==> config.mk <==
export PLATFORM = sky130hd
export DESIGN_NAME = br_ctrl
export DESIGN_NICKNAME = d
export VERILOG_FILES = /design/src/rtl/uart_pkg.sv /design/src/rtl/sync_edge.sv /design/src/rtl/br_ctrl.sv
export SDC_FILE = /design/constraint.sdc
export NUM_CORES = 1
export LEC_CHECK = 0
export BUFFER_PORTS_ARGS = -buffer_cell sky130_fd_sc_hd__buf_2
export CORE_MARGIN = 2
export CORE_UTILIZATION = 40
export CTS_BUF_LIST = sky130_fd_sc_hd__clkbuf_4
export DETAILED_ROUTE_END_ITERATION = 8
export PLACE_DENSITY_LB_ADDON = 0.12
export SLEW_MARGIN = 20
export SYNTH_ARGS = -nofsm -noshare
export SYNTH_HDL_FRONTEND = slang
export SYNTH_SLANG_ARGS = --single-unit
==> constraint.sdc <==
create_clock -name clk -period 3.3 [get_ports clk]
set_input_delay 0.33 -clock clk [delete_from_list [all_inputs] [get_ports clk]]
set_output_delay 0.33 -clock clk [all_outputs]
set_load 0.05 [all_outputs]
==> src/rtl/uart_pkg.sv <==
// Shared UART definitions.
//   br_div_t    : 11-bit baud-rate divisor driven into BR_gen.
//   ab_state_e  : autobaud FSM states.
//   DEF_DIV     : divisor loaded at reset (16x oversampling of 9600 baud at 100 MHz).
//   OVS_LOG2    : log2 of the receiver oversampling factor.
package uart_pkg;

    typedef logic [10:0] br_div_t;

    typedef enum logic [1:0] {
        IDLE,
        WAIT_FALL,
        MEASURE,
        RESULT
    } ab_state_e;

    localparam br_div_t DEF_DIV  = 11'd650;
    localparam int      OVS_LOG2 = 4;

endpackage

==> src/rtl/sync_edge.sv <==
// Two-flop synchronizer for an asynchronous, idle-high line, with
// single-cycle edge pulses derived from the synchronized value.
//   clk  : system clock
//   rst  : asynchronous active-low reset
//   d    : asynchronous input
//   q    : synchronized input (two cycles of latency)
//   rise : q went 0 -> 1 this cycle
//   fall : q went 1 -> 0 this cycle
module sync_edge (
    input  logic clk,
    input  logic rst,
    input  logic d,
    output logic q,
    output logic rise,
    output logic fall
);

    logic s1;
    logic s2;
    logic s2_prev;

    // Flops reset to 1 so an idle-high line produces no edge on reset release.
    always_ff @(posedge clk or negedge rst) begin
        if (!rst) begin
            s1      <= 1'b1;
            s2      <= 1'b1;
            s2_prev <= 1'b1;
        end else begin
            // NOTE: non-blocking assignments make each flop sample the value
            // its predecessor held before this edge, forming a real shift chain.
            s1      <= d;
            s2      <= s1;
            s2_prev <= s2;
        end
    end

    assign q    = s2;
    assign rise = s2 & ~s2_prev;
    assign fall = ~s2 & s2_prev;

endmodule

==> src/rtl/br_ctrl.sv <==
// Baud-rate configuration controller for BR_gen.
// Owns the divisor, accepts host writes over valid/ready, optionally measures
// the start bit of a 0x55 sync character (autobaud), and applies any new
// divisor only on a BR_gen tick so the generator never sees a mid-period change.
//   clk       : system clock
//   rst       : asynchronous active-low reset
//   cfg_valid : host divisor write request
//   cfg_div   : host divisor value (0 is clamped to 1)
//   cfg_ready : controller can accept a host write
//   ab_start  : single-cycle pulse arming autobaud
//   rx        : asynchronous serial line, idle high
//   tick      : pulse from BR_gen
//   br_div    : divisor to BR_gen
//   locked    : br_div equals the latest accepted/measured value
//   ab_busy   : autobaud in progress
//   ab_done   : one-cycle pulse, autobaud succeeded
//   ab_err    : one-cycle pulse, autobaud failed (timeout or glitch)
module br_ctrl #(
    parameter logic [10:0] DEF_DIV  = uart_pkg::DEF_DIV,
    parameter int          OVS_LOG2 = uart_pkg::OVS_LOG2,
    parameter int          CNT_W    = 15,
    parameter int          MIN_Q    = 2
) (
    input  logic        clk,
    input  logic        rst,
    input  logic        cfg_valid,
    input  logic [10:0] cfg_div,
    output logic        cfg_ready,
    input  logic        ab_start,
    input  logic        rx,
    input  logic        tick,
    output logic [10:0] br_div,
    output logic        locked,
    output logic        ab_busy,
    output logic        ab_done,
    output logic        ab_err
);

    import uart_pkg::*;

    localparam int               QW      = CNT_W + 1;
    localparam logic [CNT_W-1:0] CNT_MAX = {CNT_W{1'b1}};
    localparam logic [QW-1:0]    HALF    = QW'(1 << (OVS_LOG2 - 1));

    ab_state_e        state, state_nxt;
    logic [CNT_W-1:0] cnt, cnt_nxt;
    logic             done_nxt, err_nxt;

    br_div_t          pend_div;
    logic             pend_flag;

    logic             rx_s, rx_rise, rx_fall;
    logic [QW-1:0]    q_full;
    logic             q_ok;
    logic             host_wr;

    sync_edge u_rx_sync (
        .clk  (clk),
        .rst  (rst),
        .d    (rx),
        .q    (rx_s),
        .rise (rx_rise),
        .fall (rx_fall)
    );

    // Start-bit length divided by the oversampling factor, rounded to nearest.
    assign q_full = ({1'b0, cnt} + HALF) >> OVS_LOG2;
    assign q_ok   = (q_full >= QW'(MIN_Q)) && (q_full <= QW'(2048));

    assign cfg_ready = (state == IDLE) && !pend_flag;
    assign host_wr   = cfg_valid && cfg_ready;
    assign ab_busy   = (state != IDLE);
    assign locked    = !pend_flag;

    always_ff @(posedge clk or negedge rst) begin
        if (!rst) begin
            state   <= IDLE;
            cnt     <= '0;
            ab_done <= 1'b0;
            ab_err  <= 1'b0;
        end else begin
            state   <= state_nxt;
            cnt     <= cnt_nxt;
            ab_done <= done_nxt;
            ab_err  <= err_nxt;
        end
    end

    always_comb begin
        // NOTE: every output of this block gets a default first, so no path
        // can leave one unassigned and infer a latch.
        state_nxt = state;
        cnt_nxt   = cnt;
        done_nxt  = 1'b0;
        err_nxt   = 1'b0;
        unique case (state)
            IDLE: begin
                if (ab_start) state_nxt = WAIT_FALL;
            end
            WAIT_FALL: begin
                if (rx_fall) begin
                    cnt_nxt   = CNT_W'(1);
                    state_nxt = MEASURE;
                end
            end
            MEASURE: begin
                // A rising edge wins over saturation: a complete start bit is measured.
                if (rx_rise) begin
                    state_nxt = RESULT;
                end else if (cnt == CNT_MAX) begin
                    err_nxt   = 1'b1;
                    state_nxt = IDLE;
                end else if (!rx_s) begin
                    cnt_nxt = cnt + CNT_W'(1);
                end
            end
            RESULT: begin
                done_nxt  = q_ok;
                err_nxt   = !q_ok;
                state_nxt = IDLE;
            end
            default: state_nxt = IDLE;
        endcase
    end

    // Pending/apply path. Host writes and autobaud results are mutually
    // exclusive (IDLE vs RESULT), so a single else-if suffices.
    always_ff @(posedge clk or negedge rst) begin
        if (!rst) begin
            br_div    <= DEF_DIV;
            pend_div  <= DEF_DIV;
            pend_flag <= 1'b0;
        end else begin
            if (tick && pend_flag) begin
                br_div    <= pend_div;
                pend_flag <= 1'b0;
            end
            // NOTE: a later non-blocking assignment to the same flop wins, so a
            // new value arriving on a tick stays pending for the next tick.
            if (host_wr) begin
                pend_div  <= (cfg_div == 11'd0) ? 11'd1 : cfg_div;
                pend_flag <= 1'b1;
            end else if (state == RESULT && q_ok) begin
                pend_div  <= 11'(q_full - QW'(1));
                pend_flag <= 1'b1;
            end
        end
    end

endmodule

After elaboration in Yosys (flattened, before gate mapping). Cells that the tools add are included.

Reductions and logical operators: 15. Multiplexer cells: 20. Bitwise logic cells: 4. Magnitude comparators: 2. $add $sub $neg: 3. Eq/ne operators: 10.

Operators with widths (number): 15-bit two-way mux (4); 11-bit two-way mux (3); 15-bit case mux with 2 select lines (1); 15-bit by 4-bit adder with 16-bit output, second input constant (1); 15-bit by 1-bit adder with 15-bit output, second input constant (1); 15-bit equality test, second input constant (1); 12-bit by 2-bit >= comparator with 1-bit output, second input constant (1); 12-bit <= comparator, second input constant (1); 11-bit logical NOT (1); 11-bit by 1-bit subtractor with 11-bit output, second input constant (1); 2-bit != test, second input constant (5); 2-bit two-way mux (4); 2-bit case mux with 4 select lines (1); 1-bit two-way mux (6); 2-bit nonzero test (3); 1-bit logical AND (5); 5-bit AND reduction (1); 2-bit equality test, second input constant (2); 3-bit != test, second input constant (1); 3-bit AND reduction (1); 3-bit nonzero test (1); 1-bit AND (2); 2-bit by 1-bit equality test with 1-bit output, second input constant (1); 1-bit logical NOT (2); 3 further kinds (4).

Output and inout port bits: 16. Bits in registers: 45. Logic and storage cells: 64.

Depth between registers and ports, before layout.
Depth in word-level cells: 6. Gate-level depth with buffers: 11. Mapped depth without buffers: 9.

Modules after synthesis. From an unflattened synthesis, not the netlist that was laid out.

Cells, all modules: 272. Area total of the unflattened synthesis: 2640.0 µm².

Modules (own cells, without submodules): br_ctrl (cells each 267, instances 1, area an instance 2546.2 µm²); sync_edge (cells each 5, instances 1, area an instance 93.8 µm²).

Least setup slack after synthesis. Ideal clock, no wire load.

Path type: flip-flop to flip-flop. Start: register state[0]. End: register pend_div[5]. Clock period less this slack: 2494 ps. Data arrival time: 2353 ps. Cell stages (with the launch flop): 7. Slack: 806 ps. Required time: 3159 ps. Buffers on the path: 1. Cell sequence: dfrtp_1 -> or2_2 -> nor2_1 -> nand2_1 -> clkbuf_1 -> nor2_1 -> a31oi_1.

Longest elaborated chain between the ends: 4. Elaborated cells on any way between the ends: 7. Classes of those cells: eq/ne: 1; mux: 1; reduce/logical: 5.

Ends and longest elaborated chain: start: declaration (RTL line br_ctrl.sv:45) `ab_state_e state, state_nxt;`; start signal: assignment (RTL line br_ctrl.sv:82) `state <= state_nxt;`; 2-bit logical NOT * (RTL line br_ctrl.sv:70) `assign cfg_ready = (state == IDLE) && !pend_flag;`; 1-bit logical AND * (RTL line br_ctrl.sv:70); net cfg_ready (RTL line br_ctrl.sv:28) `output logic cfg_ready,`; 1-bit logical AND * (RTL line br_ctrl.sv:71) `assign host_wr = cfg_valid && cfg_ready;`; 11-bit two-way mux or 2-bit nonzero test (tied branches); end signal: assignment (RTL line br_ctrl.sv:141) `pend_div <= (cfg_div == 11'd0) ? 11'd1 : cfg_div;`; end signal: assignment (RTL line br_ctrl.sv:144) `pend_div <= 11'(q_full - QW'(1));`; end: declaration (RTL line br_ctrl.sv:49) `br_div_t pend_div;`.

The timed path passes the listed nets; every way through them passes the cells marked *. A chain may end at the register's enable or synchronous reset.

Worst setup path after layout.
Start: register cnt[3]. End: register pend_div[5].

Longest elaborated chain between the ends: 5. Elaborated cells on any way between the ends: 9. Classes of those cells: add/sub: 2; order compare: 2; mux: 2; reduce/logical: 3.

Ends and longest elaborated chain: start: declaration (RTL line br_ctrl.sv:46) `logic [CNT_W-1:0] cnt, cnt_nxt;`; start signal: assignment (RTL line br_ctrl.sv:83) `cnt <= cnt_nxt;`; 15-bit by 4-bit adder with 16-bit output * (RTL line br_ctrl.sv:67) `assign q_full = ({1'b0, cnt} + HALF) >> OVS_LOG2;`; 12-bit by 2-bit >= comparator with 1-bit output or 12-bit <= comparator (tied branches) (RTL line br_ctrl.sv:68) `assign q_ok = (q_full >= QW'(MIN_Q)) && (q_full <= QW'(2048));`; 1-bit logical AND (RTL line br_ctrl.sv:68); 1-bit logical AND (RTL line br_ctrl.sv:143) `end else if (state == RESULT && q_ok) begin`; 2-bit nonzero test (no source line).

Every way passes the cells marked *; elsewhere a longest branch is shown, timed or not. The select of a mux whose other input is x is not followed.

==> impl_metrics.json <==
{
  "regArea_um2": 1140,
  "worst_pin_slew_ps": 598.2,
  "place_inst": 370,
  "antenna_found_initial": 0,
  "multi_input_area_um2": 1375,
  "fmax_mhz": 368.6,
  "finalClockSkew_ps": 8.811,
  "fin_crit_sh": 0.8221,
  "synthArstFlopShare": 1.000,
  "vdd_drop_max_v": 0.0004663,
  "routed_wl_mm": 5.589,
  "layout_common_cells": "nor2_1 (37), dfrtp_1 (34), nand2_1 (31), buf_2 (31), xnor2_1 (15)",
  "synth_edf_count": 0,
  "worstHoldEndpoint": "u_rx_sync.s1$_DFF_PN1_",
  "outcome": "completed",
  "swShare": 0.4302,
  "place_hpwl_mm": 4.129,
  "clock_sinks": 45,
  "place_ws_ps": 600.5,
  "arrival_ps": 2940,
  "cts_made_buffers": 5,
  "ff2ff_path_depth": 9,
  "clk_pin_slew_ps": 130,
  "netlist_area_um2": 2633,
  "overflow": 0,
  "cp-start-kind": "flop",
  "cp.required_ps": 3530,
  "p_leak_nw": 1.257,
  "drt-pass1-iter-count": 4,
  "cts_setup_buffers": 0,
  "crit_path_max_fanout": 13,
  "syn_nets": 297,
  "power.density_nw_per_um2": 685.1,
  "grt_pass1_wl_mm": 9.604,
  "worst_r2r_endpoint": "pend_div[5]$_DFFE_PN0P_",
  "synth_area_per_cell_um2": 9.573,
  "comb_power_share": 0.424,
  "ys_ff_latch": 45,
  "ios": 33,
  "slew_headroom": 0.6002,
  "path_class": "reg2reg",
  "ys_types": 54,
  "cts_max_level": 2,
  "cts-root-buf": "clkbuf_4",
  "postPlaceCellArea_um2": 2809,
  "r2r-start": "cnt[3]$_DFFE_PN0P_",
  "row_count": 29,
  "synthToLayoutAreaGrowth_pct": 9.458,
  "rsz0062_at_grt": "no",
  "p_sw_w": 0.0008492,
  "setup_violations": 0,
  "die_height_um": 85.13,
  "drc_errors": 0,
  "hold_class": "in2reg",
  "via_per_inst": 5.412,
  "p_int_w": 0.001125,
  "grtUsageTotal": 0.1635,
  "grt_pass1_vias": 1988,
  "core_um2": 6350,
  "worst_skew_pair.late_latency_ps": 370,
  "start_util": 0.4146,
  "grt_max_degree": 46,
  "p_clk_frac": 0.143,
  "finalCriticalPeriod_ps": 2713,
  "fin_nets": 323,
  "portBuffers": 32,
  "chipWidth_um": 85.13,
  "p_seq_frac": 0.433,
  "final_cells": 379,
  "report.final.hold_viol_count": 0,
  "drt-initial-drc-count": 53,
  "synthCells": 275,
  "fin_hold_ws_ps": 50.27,
  "drtAntennaViolNets": 0,
  "regToRegSetupSlack_ps": 590,
  "die-area_um2": 7246,
  "slew_viol_final": 0,
  "layout_commonest_cell": "nor2_1",
  "worst_hold_path.num_cells": 1,
  "avgRoutedWirePerCell_um": 14.75,
  "drive_gt1_frac": 0.2483,
  "ys_seq_area_frac": 0.4330,
  "ys_warn_count": 0,
  "finalWorstSetupSlack_ps": 587.0,
  "n_fill_cell": 654,
  "gp_congestion": 0.8609,
  "via_count": 2051,
  "ys.flop_type": "dfrtp_1",
  "endpoint_kind": "flop",
  "cts_buffer_depth": 2,
  "cap_violations": 0,
  "finalInstanceArea_um2": 2882,
  "diodes": 0,
  "min_from": "rx",
  "cts_tree": "yes",
  "setup_tns_ps": 0
}
==> logic make-up after synthesis <==
kind of cell	Yosys count	share of synthesized area
and+or+nand+nor	114	0.2063
AOI/OAI and AO/OA	46	0.1388
DFF	45	0.4330
xor gates and xnor gates	29	0.09649
buffers and inverters	23	0.04705
muxes	13	0.05466
adders and majority gates	5	0.02376
==> power by group through the flow <==
stage / Combinational, W / Clock [W] / Sequential [W]
after CTS: 0.000843 / 0.000293 / 0.000856
after global placement: 0.000837 / 0 / 0.000865
after global routing: 0.000908 / 0.000316 / 0.000875
after detailed placement: 0.000842 / 0 / 0.000868
final: 0.000837 / 0.000283 / 0.000854
after floorplan: 0.000435 / 0 / 0.00107
==> sequential cells by signal (all words and copies together) (netlist names) <==
register	cells
ab_done	1
ab_err	1
cnt	15
pend_div	11
pend_flag	1
u_rx_sync.q	1
u_rx_sync.s1	1
state	2
br_div	11
u_rx_sync.s2_prev	1
==> cells in the mapped netlist (all sizes together), types with 7 or more instances <==
cell type  count  area (µm²)
nand2         31       116.4
a21oi          7       38.79
dfrtp         34       850.8
nor2          37       138.9
mux2          11       123.9
nand4          8       50.05
inv            8       30.03
nand3         11       60.06
o21ai          8       40.03
buf           11       78.82
dfstp         11       289.0
xor2          14       122.6
xnor2         15       131.4
==> worst max-delay path, stage by stage (launching register included) <==
cell and delay, ps:
dfrtp_1 530, ha_1 350, nand4_1 240, nor3_1 340, xnor2_1 220, o211ai_2 190
o21bai_4 360, inv_2 170, nand2_1 100, a31oi_1 80
==> routing by layer <==
layer / up-vias / part of all wire / wire length (µm) / GRT usage
met5: - / 0 / 0 / 0
met4: 0 / 0.018 / 102 / 0.05195
met3: 12 / 0.043 / 240 / 0.03210
met2: 49 / 0.45 / 2489 / 0.2599
met1: 974 / 0.49 / 2756 / 0.2254
li1: 1016 / - / - / -
==> per-stage QoR <==
stage	util	total power (W)
global placement	0.4424	0.001702
finish	0.4538	0.001974
CTS	0.4518	0.001991
global route	0.4538	0.002099
floorplan	-	0.001508
detailed placement	0.4424	0.001710
==> layout make-up <==
type | count | share of cell area
Sequential cell | 45 | 0.3956
Clock buffer | 7 | 0.01824
Clock inverter | 1 | 0.002605
Tap cell | 77 | 0.03343
Timing Repair Buffer | 34 | 0.06253
Inverter | 8 | 0.01042
Multi-Input combinational cell | 207 | 0.4772
==> timing repair <==
item / 4_1_cts / 5_1_grt
endpoints found under the setup margin: 0 / 0
hold endpoints to repair: 0 / 34
gates resized for setup: 0 / 0
hold buffers: 0 / 1
==> worst max-delay path by stage <==
stage / startpoint / to / slack, ps / depth (start not counted)
6_report: cnt[3]$_DFFE_PN0P_ / pend_div[5]$_DFFE_PN0P_ / 590 / 9
3_3_place_gp: cnt[3]$_DFFE_PN0P_ / pend_div[0]$_DFFE_PN0P_ / 700 / 8
3_5_place_dp: cnt[3]$_DFFE_PN0P_ / pend_div[5]$_DFFE_PN0P_ / 600 / 9
2_1_floorplan: state[0]$_DFFE_PN0P_ / pend_div[5]$_DFFE_PN0P_ / 810 / 6
5_1_grt: cnt[3]$_DFFE_PN0P_ / pend_div[5]$_DFFE_PN0P_ / 260 / 9
4_1_cts: cnt[3]$_DFFE_PN0P_ / pend_div[5]$_DFFE_PN0P_ / 580 / 9
Note: power is estimated with default switching activity, not from simulation.
